## config.mk

```make
export PLATFORM = sky130hd
export DESIGN_NAME = mc_control
export DESIGN_NICKNAME = d
export VERILOG_FILES = /design/src/rtl/mc_control.sv
export SDC_FILE = /design/constraint.sdc
export NUM_CORES = 1
export LEC_CHECK = 0
export CORE_MARGIN = 3
export CORE_UTILIZATION = 38
export CTS_CLUSTER_DIAMETER = 100
export DETAILED_ROUTE_END_ITERATION = 10
export PLACE_DENSITY = 0.89
export SLEW_MARGIN = 10
export SYNTH_ARGS = -nofsm -noshare
export SYNTH_HDL_FRONTEND = slang
export SYNTH_SLANG_ARGS = --single-unit
```

## constraint.sdc

```tcl
create_clock -name clk -period 2.7 [get_ports clk]
set_input_delay 0.27 -clock clk [delete_from_list [all_inputs] [get_ports clk]]
set_output_delay 0.27 -clock clk [all_outputs]
set_load 0.02 [all_outputs]
```

## src/rtl/mc_control.sv

```systemverilog
// mc_control: multi-cycle control sequencer for the 31-instruction MIPS core.
// Defining PERF_CNT_EN adds the cyc_cnt/ret_cnt performance counter outputs.
module mc_control #(
  parameter bit RESET_STATE_TRAP_CLR = 1'b1
) (
  input  logic        clk,
  input  logic        rst,
  input  logic [31:0] instr,
  input  logic        zero,
  input  logic        overflow,
  input  logic        mem_ack,
  output logic        mem_req,
  output logic        mem_we,
  output logic        mem_dsel,
  output logic        ir_we,
  output logic [3:0]  aluc,
  output logic        alu_a_sel,
  output logic [1:0]  alu_b_sel,
  output logic        pc_we,
  output logic [1:0]  pc_sel,
  output logic        reg_we,
  output logic [1:0]  reg_dst,
  output logic [1:0]  wb_sel,
  output logic        retire,
  output logic        trap
`ifdef PERF_CNT_EN
  ,
  output logic [31:0] cyc_cnt,
  output logic [31:0] ret_cnt
`endif
);

  localparam logic [3:0] AluAdd  = 4'h0, AluAddu = 4'h1, AluSub  = 4'h2, AluSubu = 4'h3;
  localparam logic [3:0] AluAnd  = 4'h4, AluOr   = 4'h5, AluXor  = 4'h6, AluNor  = 4'h7;
  localparam logic [3:0] AluSlt  = 4'h8, AluSltu = 4'h9, AluSll  = 4'ha, AluSrl  = 4'hb;
  localparam logic [3:0] AluSra  = 4'hc, AluLui  = 4'hd;

  typedef enum logic [2:0] {StFetch, StDecode, StExec, StMem, StWb, StTrap} state_e;
  typedef enum logic [3:0] {OpAlu, OpImm, OpLw, OpSw, OpBeq, OpBne, OpJ, OpJr, OpJal,
                            OpIll} op_e;

  state_e     state_q;
  logic       trap_q;
  op_e        op;
  logic [3:0] dec_aluc;
  logic       dec_a_sel;
  logic [1:0] dec_b_sel;
  logic       ovf_trap;

  wire [5:0] opcode = instr[31:26];
  wire [5:0] funct  = instr[5:0];

  always_comb begin
    op        = OpIll;
    dec_aluc  = AluAdd;
    dec_a_sel = 1'b0;
    dec_b_sel = 2'd0;
    case (opcode)
      6'h00: begin
        op = OpAlu;
        case (funct)
          6'h20: dec_aluc = AluAdd;
          6'h21: dec_aluc = AluAddu;
          6'h22: dec_aluc = AluSub;
          6'h23: dec_aluc = AluSubu;
          6'h24: dec_aluc = AluAnd;
          6'h25: dec_aluc = AluOr;
          6'h26: dec_aluc = AluXor;
          6'h27: dec_aluc = AluNor;
          6'h2a: dec_aluc = AluSlt;
          6'h2b: dec_aluc = AluSltu;
          6'h00: begin dec_aluc = AluSll; dec_a_sel = 1'b1; end
          6'h02: begin dec_aluc = AluSrl; dec_a_sel = 1'b1; end
          6'h03: begin dec_aluc = AluSra; dec_a_sel = 1'b1; end
          6'h04: dec_aluc = AluSll;
          6'h06: dec_aluc = AluSrl;
          6'h07: dec_aluc = AluSra;
          6'h08: op = OpJr;
          default: op = OpIll;
        endcase
      end
      6'h08: begin op = OpImm; dec_aluc = AluAdd;  dec_b_sel = 2'd1; end
      6'h09: begin op = OpImm; dec_aluc = AluAddu; dec_b_sel = 2'd1; end
      6'h0a: begin op = OpImm; dec_aluc = AluSlt;  dec_b_sel = 2'd1; end
      6'h0b: begin op = OpImm; dec_aluc = AluSltu; dec_b_sel = 2'd1; end
      6'h0c: begin op = OpImm; dec_aluc = AluAnd;  dec_b_sel = 2'd2; end
      6'h0d: begin op = OpImm; dec_aluc = AluOr;   dec_b_sel = 2'd2; end
      6'h0e: begin op = OpImm; dec_aluc = AluXor;  dec_b_sel = 2'd2; end
      6'h0f: begin op = OpImm; dec_aluc = AluLui;  dec_b_sel = 2'd2; end
      6'h23: begin op = OpLw;  dec_aluc = AluAddu; dec_b_sel = 2'd1; end
      6'h2b: begin op = OpSw;  dec_aluc = AluAddu; dec_b_sel = 2'd1; end
      6'h04: begin op = OpBeq; dec_aluc = AluSubu; end
      6'h05: begin op = OpBne; dec_aluc = AluSubu; end
      6'h02: op = OpJ;
      6'h03: op = OpJal;
      default: op = OpIll;
    endcase
  end

  // Only add/addi/sub carry ADD/SUB codes among the ALU-writing classes.
  assign ovf_trap = overflow && (op == OpAlu || op == OpImm) &&
                    (dec_aluc == AluAdd || dec_aluc == AluSub);

  always_ff @(posedge clk or posedge rst) begin
    if (rst) begin
      state_q <= StFetch;
      trap_q  <= 1'b0;
    end else begin
      if (RESET_STATE_TRAP_CLR && state_q == StFetch) trap_q <= 1'b0;
      unique case (state_q)
        StFetch:  if (mem_ack) state_q <= StDecode;
        StDecode: begin
          if (op == OpIll) begin
            state_q <= StTrap;
            trap_q  <= 1'b1;
          end else begin
            state_q <= StExec;
          end
        end
        StExec: begin
          if (ovf_trap) begin
            state_q <= StTrap;
            trap_q  <= 1'b1;
          end else begin
            case (op)
              OpAlu, OpImm, OpJal: state_q <= StWb;
              OpLw, OpSw:          state_q <= StMem;
              default:             state_q <= StFetch;
            endcase
          end
        end
        StMem:   if (mem_ack) state_q <= (op == OpLw) ? StWb : StFetch;
        StWb:    state_q <= StFetch;
        StTrap:  state_q <= StTrap;
        default: state_q <= StFetch;
      endcase
    end
  end

  always_comb begin
    mem_req   = 1'b0;
    mem_we    = 1'b0;
    mem_dsel  = 1'b0;
    ir_we     = 1'b0;
    aluc      = 4'd0;
    alu_a_sel = 1'b0;
    alu_b_sel = 2'd0;
    pc_we     = 1'b0;
    pc_sel    = 2'd0;
    reg_we    = 1'b0;
    reg_dst   = 2'd0;
    wb_sel    = 2'd0;
    retire    = 1'b0;
    trap      = 1'b0;
    // Async gating: a reset mid-access drops mem_req without waiting for a clock.
    if (!rst) begin
      trap = trap_q;
      if (state_q == StExec || state_q == StMem || state_q == StWb) begin
        aluc      = dec_aluc;
        alu_a_sel = dec_a_sel;
        alu_b_sel = dec_b_sel;
      end
      unique case (state_q)
        StFetch: begin
          mem_req = 1'b1;
          ir_we   = mem_ack;
          pc_we   = mem_ack;
        end
        StExec: begin
          case (op)
            OpBeq: begin pc_we = zero;  pc_sel = zero ? 2'd1 : 2'd0;  retire = 1'b1; end
            OpBne: begin pc_we = !zero; pc_sel = !zero ? 2'd1 : 2'd0; retire = 1'b1; end
            OpJ:   begin pc_we = 1'b1;  pc_sel = 2'd2; retire = 1'b1; end
            OpJr:  begin pc_we = 1'b1;  pc_sel = 2'd3; retire = 1'b1; end
            default: ;
          endcase
        end
        StMem: begin
          mem_req  = 1'b1;
          mem_dsel = 1'b1;
          mem_we   = (op == OpSw);
          retire   = mem_ack && (op == OpSw);
        end
        StWb: begin
          reg_we  = 1'b1;
          retire  = 1'b1;
          reg_dst = (op == OpAlu) ? 2'd1 : (op == OpJal) ? 2'd2 : 2'd0;
          wb_sel  = (op == OpLw) ? 2'd1 : (op == OpJal) ? 2'd2 : 2'd0;
          if (op == OpJal) begin
            pc_we  = 1'b1;
            pc_sel = 2'd2;
          end
        end
        default: ;
      endcase
    end
  end

`ifdef PERF_CNT_EN
  always_ff @(posedge clk or posedge rst) begin
    if (rst) begin
      cyc_cnt <= 32'd0;
      ret_cnt <= 32'd0;
    end else begin
      if (state_q != StTrap) cyc_cnt <= cyc_cnt + 32'd1;
      if (retire) ret_cnt <= ret_cnt + 32'd1;
    end
  end
`endif

endmodule

```

After elaboration in Yosys (flattened, before gate mapping)
Index checks and enable logic that the tools add are counted.
{ "word_totals": {"regBits": 4, "input_bits": 37, "out_inout_bits": 21, "elab_cells": 132} }
{ "classes": {"n_eq_ne": 47, "n_mux": 54, "n_reduce_logical": 29} }
{ "ops": {"columns": ["op", "count"], "rows": [
  ["$eq A6 B6 Y1 const B", 12],
  ["$eq A6 B4 Y1 const B", 9],
  ["$pmux W4 S12", 1],
  ["$pmux W4 S9", 1],
  ["$pmux W4 S8", 1],
  ["$eq A6 B3 Y1 const B", 5],
  ["$eq A6 B2 Y1 const B", 4],
  ["$mux W1", 24],
  ["$mux W2", 10],
  ["$eq A4 B3 Y1 const B", 4],
  ["$reduce_or A16 Y1", 1],
  ["$mux W3", 5],
  ["$pmux W3 S5", 1],
  ["$reduce_or A2 Y1", 7],
  ["$eq A4 B2 Y1 const B", 3],
  ["$logic_not A6 Y1", 2],
  ["$pmux W1 S3", 3],
  ["$reduce_or A3 Y1", 3],
  ["$eq A4 B4 Y1 const B", 2],
  ["$logic_not A4 Y1", 2],
  ["$mux W4", 2],
  ["$pmux W2 S2", 2],
  ["$pmux W2 S4", 1],
  ["$pmux W4 S2", 1],
  ["15 further kinds", 24]
]} }

Logic depth before layout (Yosys ltp)
Gate-level depths: netlist of run 1.
{ "logic_depth": {"word_depth": 10, "ltp_mapped": 7, "mapped_depth_nobuf": 6} }

Least setup slack after synthesis of run 1
Ideal clock, no wire load.
{ "synth_timing": {"path_type": "input to output", "from": "input port instr[0]", "to": "output port pc_sel[0]", "arrival_time_ns": 2.258, "required_time_ns": 2.430, "path_slack_ns": 0.172, "path_stages": 6, "n_path_buf": 1, "cell_sequence": "buf_6 > or4b_4 > o31a_1 > o31a_1 > or3_4 > a211oi_1"} }
{ "synth_via": {"elab_chain_len": 8, "word_cells_on_any_way": 27, "cone_classes": "eq/ne (20); mux (5); reduce/logical (2)"} }
{ "synth_lines": {"columns": ["item", "line", "source"], "rows": [
  ["from (decl)", "8", "input logic [31:0] instr,"],
  ["$eq A6 B2 Y1, or another cell as far along", "61", "case (funct)"],
  ["$reduce_or A16 Y1 (no source line)", null, null],
  ["$pmux W4 S2 (*)", "61", null],
  ["$pmux W4 S8 (*)", "58", "case (opcode)"],
  ["$eq A4 B3 Y1", "170", "case (op)"],
  ["$pmux W2 S4 (*)", "170", null],
  ["$pmux W2 S2 (*)", "163", "unique case (state_q)"],
  ["$mux W2 (*)", "156", "if (!rst) begin"],
  ["to (decl)", "20", "output logic [1:0] pc_sel,"]
]} }
Mark *: on every way between the ends. The rest lies on a longest branch, timed or not.

Worst setup path after layout of run 1
{ "layout_timing": {"from": "input port instr[29]", "to": "output port alu_b_sel[0]"} }
{ "layout_via": {"elab_chain_len": 5, "word_cells_on_any_way": 15, "cone_classes": "eq/ne (10); mux (3); reduce/logical (2)"} }
{ "layout_lines": {"columns": ["item", "line", "source"], "rows": [
  ["$eq A6 B6 Y1 / $eq A6 B4 Y1 (equally long branches)", "58", null],
  ["$reduce_or A6 Y1 (no source line) / $reduce_or A4 Y1 (equally long branches)", null, null],
  ["$pmux W2 S2 (*)", "58", null],
  ["$mux W2 (*)", "158", "if (state_q == StExec || state_q == StMem || state_q == StWb) begin"],
  ["$mux W2 (*)", "156", null],
  ["to (decl)", "18", "output logic [1:0] alu_b_sel,"]
]} }
Marks and branches as above.

==> results_dict.tcl, run 1 <==
set metrics [dict create \
    dp_cells 239 \
    synth_edf_count 0 \
    yosys.area.top_type_share 0.103 \
    drtPass1Iterations 5 \
    grt_util_all_layers 0.239 \
    worstSetupPathDepth 6 \
    cts_tree "built" \
    synth_warnings 0 \
    synthFlopType "dfrtp_1" \
    rsz0062_at_grt "false" \
    ys_seq_area_frac 0.103 \
    routed_via_density 6.27 \
    path_common_cell "clkdlybuf4s50_1" \
    avgSynthCellArea_sq_um 6.45 \
    fillers 180 \
    crit_slowest_cell "clkdlybuf4s50_1" \
    finalWeightedCongestion 0.940 \
    fin_area_sq_mm 0.00163 \
    vias 1518 \
    hold_viol 0 \
    rr_endpoint "state_q[0]" \
    worstPathCellList "clkdlybuf4s50_1 > buf_4 > nand2b_1 > or3_1 > a211oi_1 > clkdlybuf4s50_1" \
    synthesis.nets 188 \
    wl_um 4020 \
    ys_types 49 \
    holdBufCountCts 0 \
    overflow 0 \
    leakage_nw 0.779 \
    worstSetupPathType "primary input to primary output" \
    diodes 0 \
    h-tree-depth 1 \
    cts_root_buffer "clkbuf_4" \
    finalSetupTns_ns 0 \
    grt_pass1_vias 1524 \
    fin_nets 253 \
    max_freq_ghz 0.379 \
    crit_arrival_ns 2.37 \
    powerDensity_mw_per_mm2 380 \
    drc 0 \
    relSlewSlack 0.751 \
    outcome "complete, no violations" \
    worstSetupStartpointType "primary input" \
    io_pins 58 \
    reg2reg_from "state_q[2]" \
    die_w_um 56.6 \
    syn2layout_area_growth_pct 67.4 \
    synth_largest_area_cell "dfrtp_1" \
    synthArstFlopShare 1.00 \
    synthTopCellsByArea "dfrtp_1 10%, nor2_1 8.5%, a21oi_1 4.6%" \
    critPathMaxStageDelay_ns 0.65 \
    max_cap_viol_count 0 \
    critPathRequiredTime_ns 2.43 \
    finalSetupViolations 0 \
    final_cells 242 \
    cts_buffers 3 \
    detail-route-antenna-nets 0 \
    initial_utilization 0.420 \
    crit_family "buffers and inverters" \
    skew_ns 0.00224 \
    synthesis.instances 151 \
    dp_hpwl_um 3130 \
    drv_slew 0 \
    min_period_over_period 0.977 \
    crit_end "alu_b_sel[0]" \
    path_buf_inv 3 \
    cts_num_sinks 4 \
    num_rows 17 \
    die_h_um 56.6 \
    startpoint "instr[29]" \
    r2r_setup_slack_ns 0.67 \
    cp_max_fo 6 \
    path_clk_slew_ns 0.04 \
    drt_iter0_drc 97 \
    ir_drop_uv 357 \
    grt_pass1_wl_um 6400 \
    coreArea_sq_mm 0.00232 \
    grt_max_degree 13 \
    reg2reg_depth 5 \
    die_area_sq_mm 0.00321 \
    grt_antenna_before_repair 0 \
    wire_per_inst_um 16.6 \
    place_area_sq_mm 0.00158 \
    hold_class "primary input to async pin" \
    drive_gt1_frac 0.280 \
    worst_pin_slew_ns 0.374 \
    clockBufferDepth 2 \
    endpoint_kind "primary output" \
    synth-seq-cells 4 \
    syn_area_sq_um 975 \
    min_period_ns 2.64 \
    port_buffers 37 \
    insertion_delay_ns 0.24 \
]
==> power by group <==
group	total (W)	switching, W	internal [W]
combinational	0.000399	0.000212	0.000187
clock	0.0000797	0.0000296	0.0000501
sequential	0.000142	0.0000561	0.0000862
==> cells in the mapped netlist (2+ instances only) <==
cell and number:
nor2_1 22, nand2_1 10, a21oi_1 9, clkbuf_1 9, nor3_1 9, o21ai_0 9, inv_1 6, nor2b_1 6
nand2b_1 5, a211oi_1 4, and3_1 4, dfrtp_1 4, nand3_1 4, o31a_1 4, mux2i_1 3, nand4_1 3
or2_2 3, nand3b_1 2, nor4_1 2, o21a_1 2, o31ai_1 2, or3_1 2
==> layout by cell type, fill, tap and decap left out, types with 2 or more instances in the layout <==
| cell type | n |
|---|---|
| buf_4 | 33 |
| nor2_1 | 21 |
| clkdlybuf4s50_1 | 17 |
| nand2_1 | 10 |
| a21oi_1 | 8 |
| o21ai_0 | 8 |
| nor3_1 | 7 |
| dlymetal6s2s_1 | 7 |
| nor2b_1 | 6 |
| inv_1 | 6 |
| nand2b_1 | 5 |
| nand3_1 | 4 |
| and3_1 | 4 |
| o31a_1 | 4 |
| buf_2 | 4 |
| dlygate4sd2_1 | 4 |
| dfrtp_1 | 4 |
| nand4_1 | 3 |
| mux2i_1 | 3 |
| or2_2 | 3 |
| clkbuf_4 | 3 |
| nor4_1 | 2 |
| a211oi_2 | 2 |
| o31ai_1 | 2 |
| o21a_1 | 2 |
| nor3_2 | 2 |
| or3_1 | 2 |
| a211oi_1 | 2 |
| nand3b_1 | 2 |
| buf_6 | 2 |
| clkbuf_2 | 2 |
==> metrics by stage <==
stage / total power [W] / util / setup WS, ns / hold slack, ns
after floorplan: 0.000364 / - / 0.172 / 0.0412
after global placement: 0.000503 / 0.683 / -0.555 / 0.540
after detailed placement: 0.000521 / 0.683 / -0.676 / 0.547
after CTS: 0.000609 / 0.693 / 0.0135 / 0.434
after global routing: 0.000659 / 0.704 / 0.000379 / 0.505
final: 0.000621 / 0.704 / 0.0630 / 0.465
==> worst register-to-register path, delay by kind of cell (launching register included) <==
family           cells  cell delay, ns
AO/OA/AOI/OAI        2            0.34
flip-flops           1            0.47
AND/OR/NAND/NOR      3            1.14
==> kinds of logic (layout without fill, tap and decap cells) <==
kind of cell	Yosys count	count (layout)	share of synthesized area
compound gates	46	46	0.338
flops	4	4	0.103
simple gates	82	82	0.460
mux	3	3	0.0308
buf+inv	16	79	0.0693
==> worst min path at each step <==
stage          slack [ns]  cells after the start          to    from
2_1_floorplan        0.04                      1  state_q[0]     rst
3_3_place_gp         0.54                      2      trap_q  trap_q
3_5_place_dp         0.55                      2      trap_q  trap_q
4_1_cts              0.43                      2  state_q[0]     rst
5_1_grt              0.51                      2  state_q[1]     rst
6_report             0.47                      2  state_q[0]     rst
==> registers in the layout, summed over array words and instances (netlist names) <==
register	count
state_q	3
trap_q	1
==> layout make-up <==
class                           count  area [sq um]  area share
Timing Repair Buffer               70           603       0.370
Inverter                            6          22.5      0.0138
Sequential cell                     4           100      0.0613
Clock buffer                        3          22.5      0.0138
Tap cell                           28          35.0      0.0215
Multi-Input combinational cell    131           848       0.520
==> per-layer routing <==
layer | GRT usage | vias to the layer above | wire [um]
met4 | 0.0949 | 0 | 90
met3 | 0.0161 | 12 | 295
met5 | 0 | - | 0
met2 | 0.465 | 94 | 2130
met1 | 0.260 | 709 | 1510
li1 | - | 703 | -
==> what timing repair did <==
action / 4_1_cts / 5_1_grt
buffers inserted: 0 / 0
pin swaps: 6 / 1
resized for setup: 42 / 16
setup endpoints to repair: 10 / 10
Note: power is estimated with default switching activity, not from simulation.
==> run 2: changes to the inputs <==
--- a/config.mk
+++ b/config.mk
@@ -7,7 +7,7 @@
 export LEC_CHECK = 0
 export CORE_MARGIN = 3
 export CORE_UTILIZATION = 38
-export CTS_CLUSTER_DIAMETER = 100
+export CTS_CLUSTER_DIAMETER = 150
 export DETAILED_ROUTE_END_ITERATION = 10
 export PLACE_DENSITY = 0.89
 export SLEW_MARGIN = 10
==> results of run 2 <==
Same layout as run 1: the final DEF is identical, and so are final timing and power.
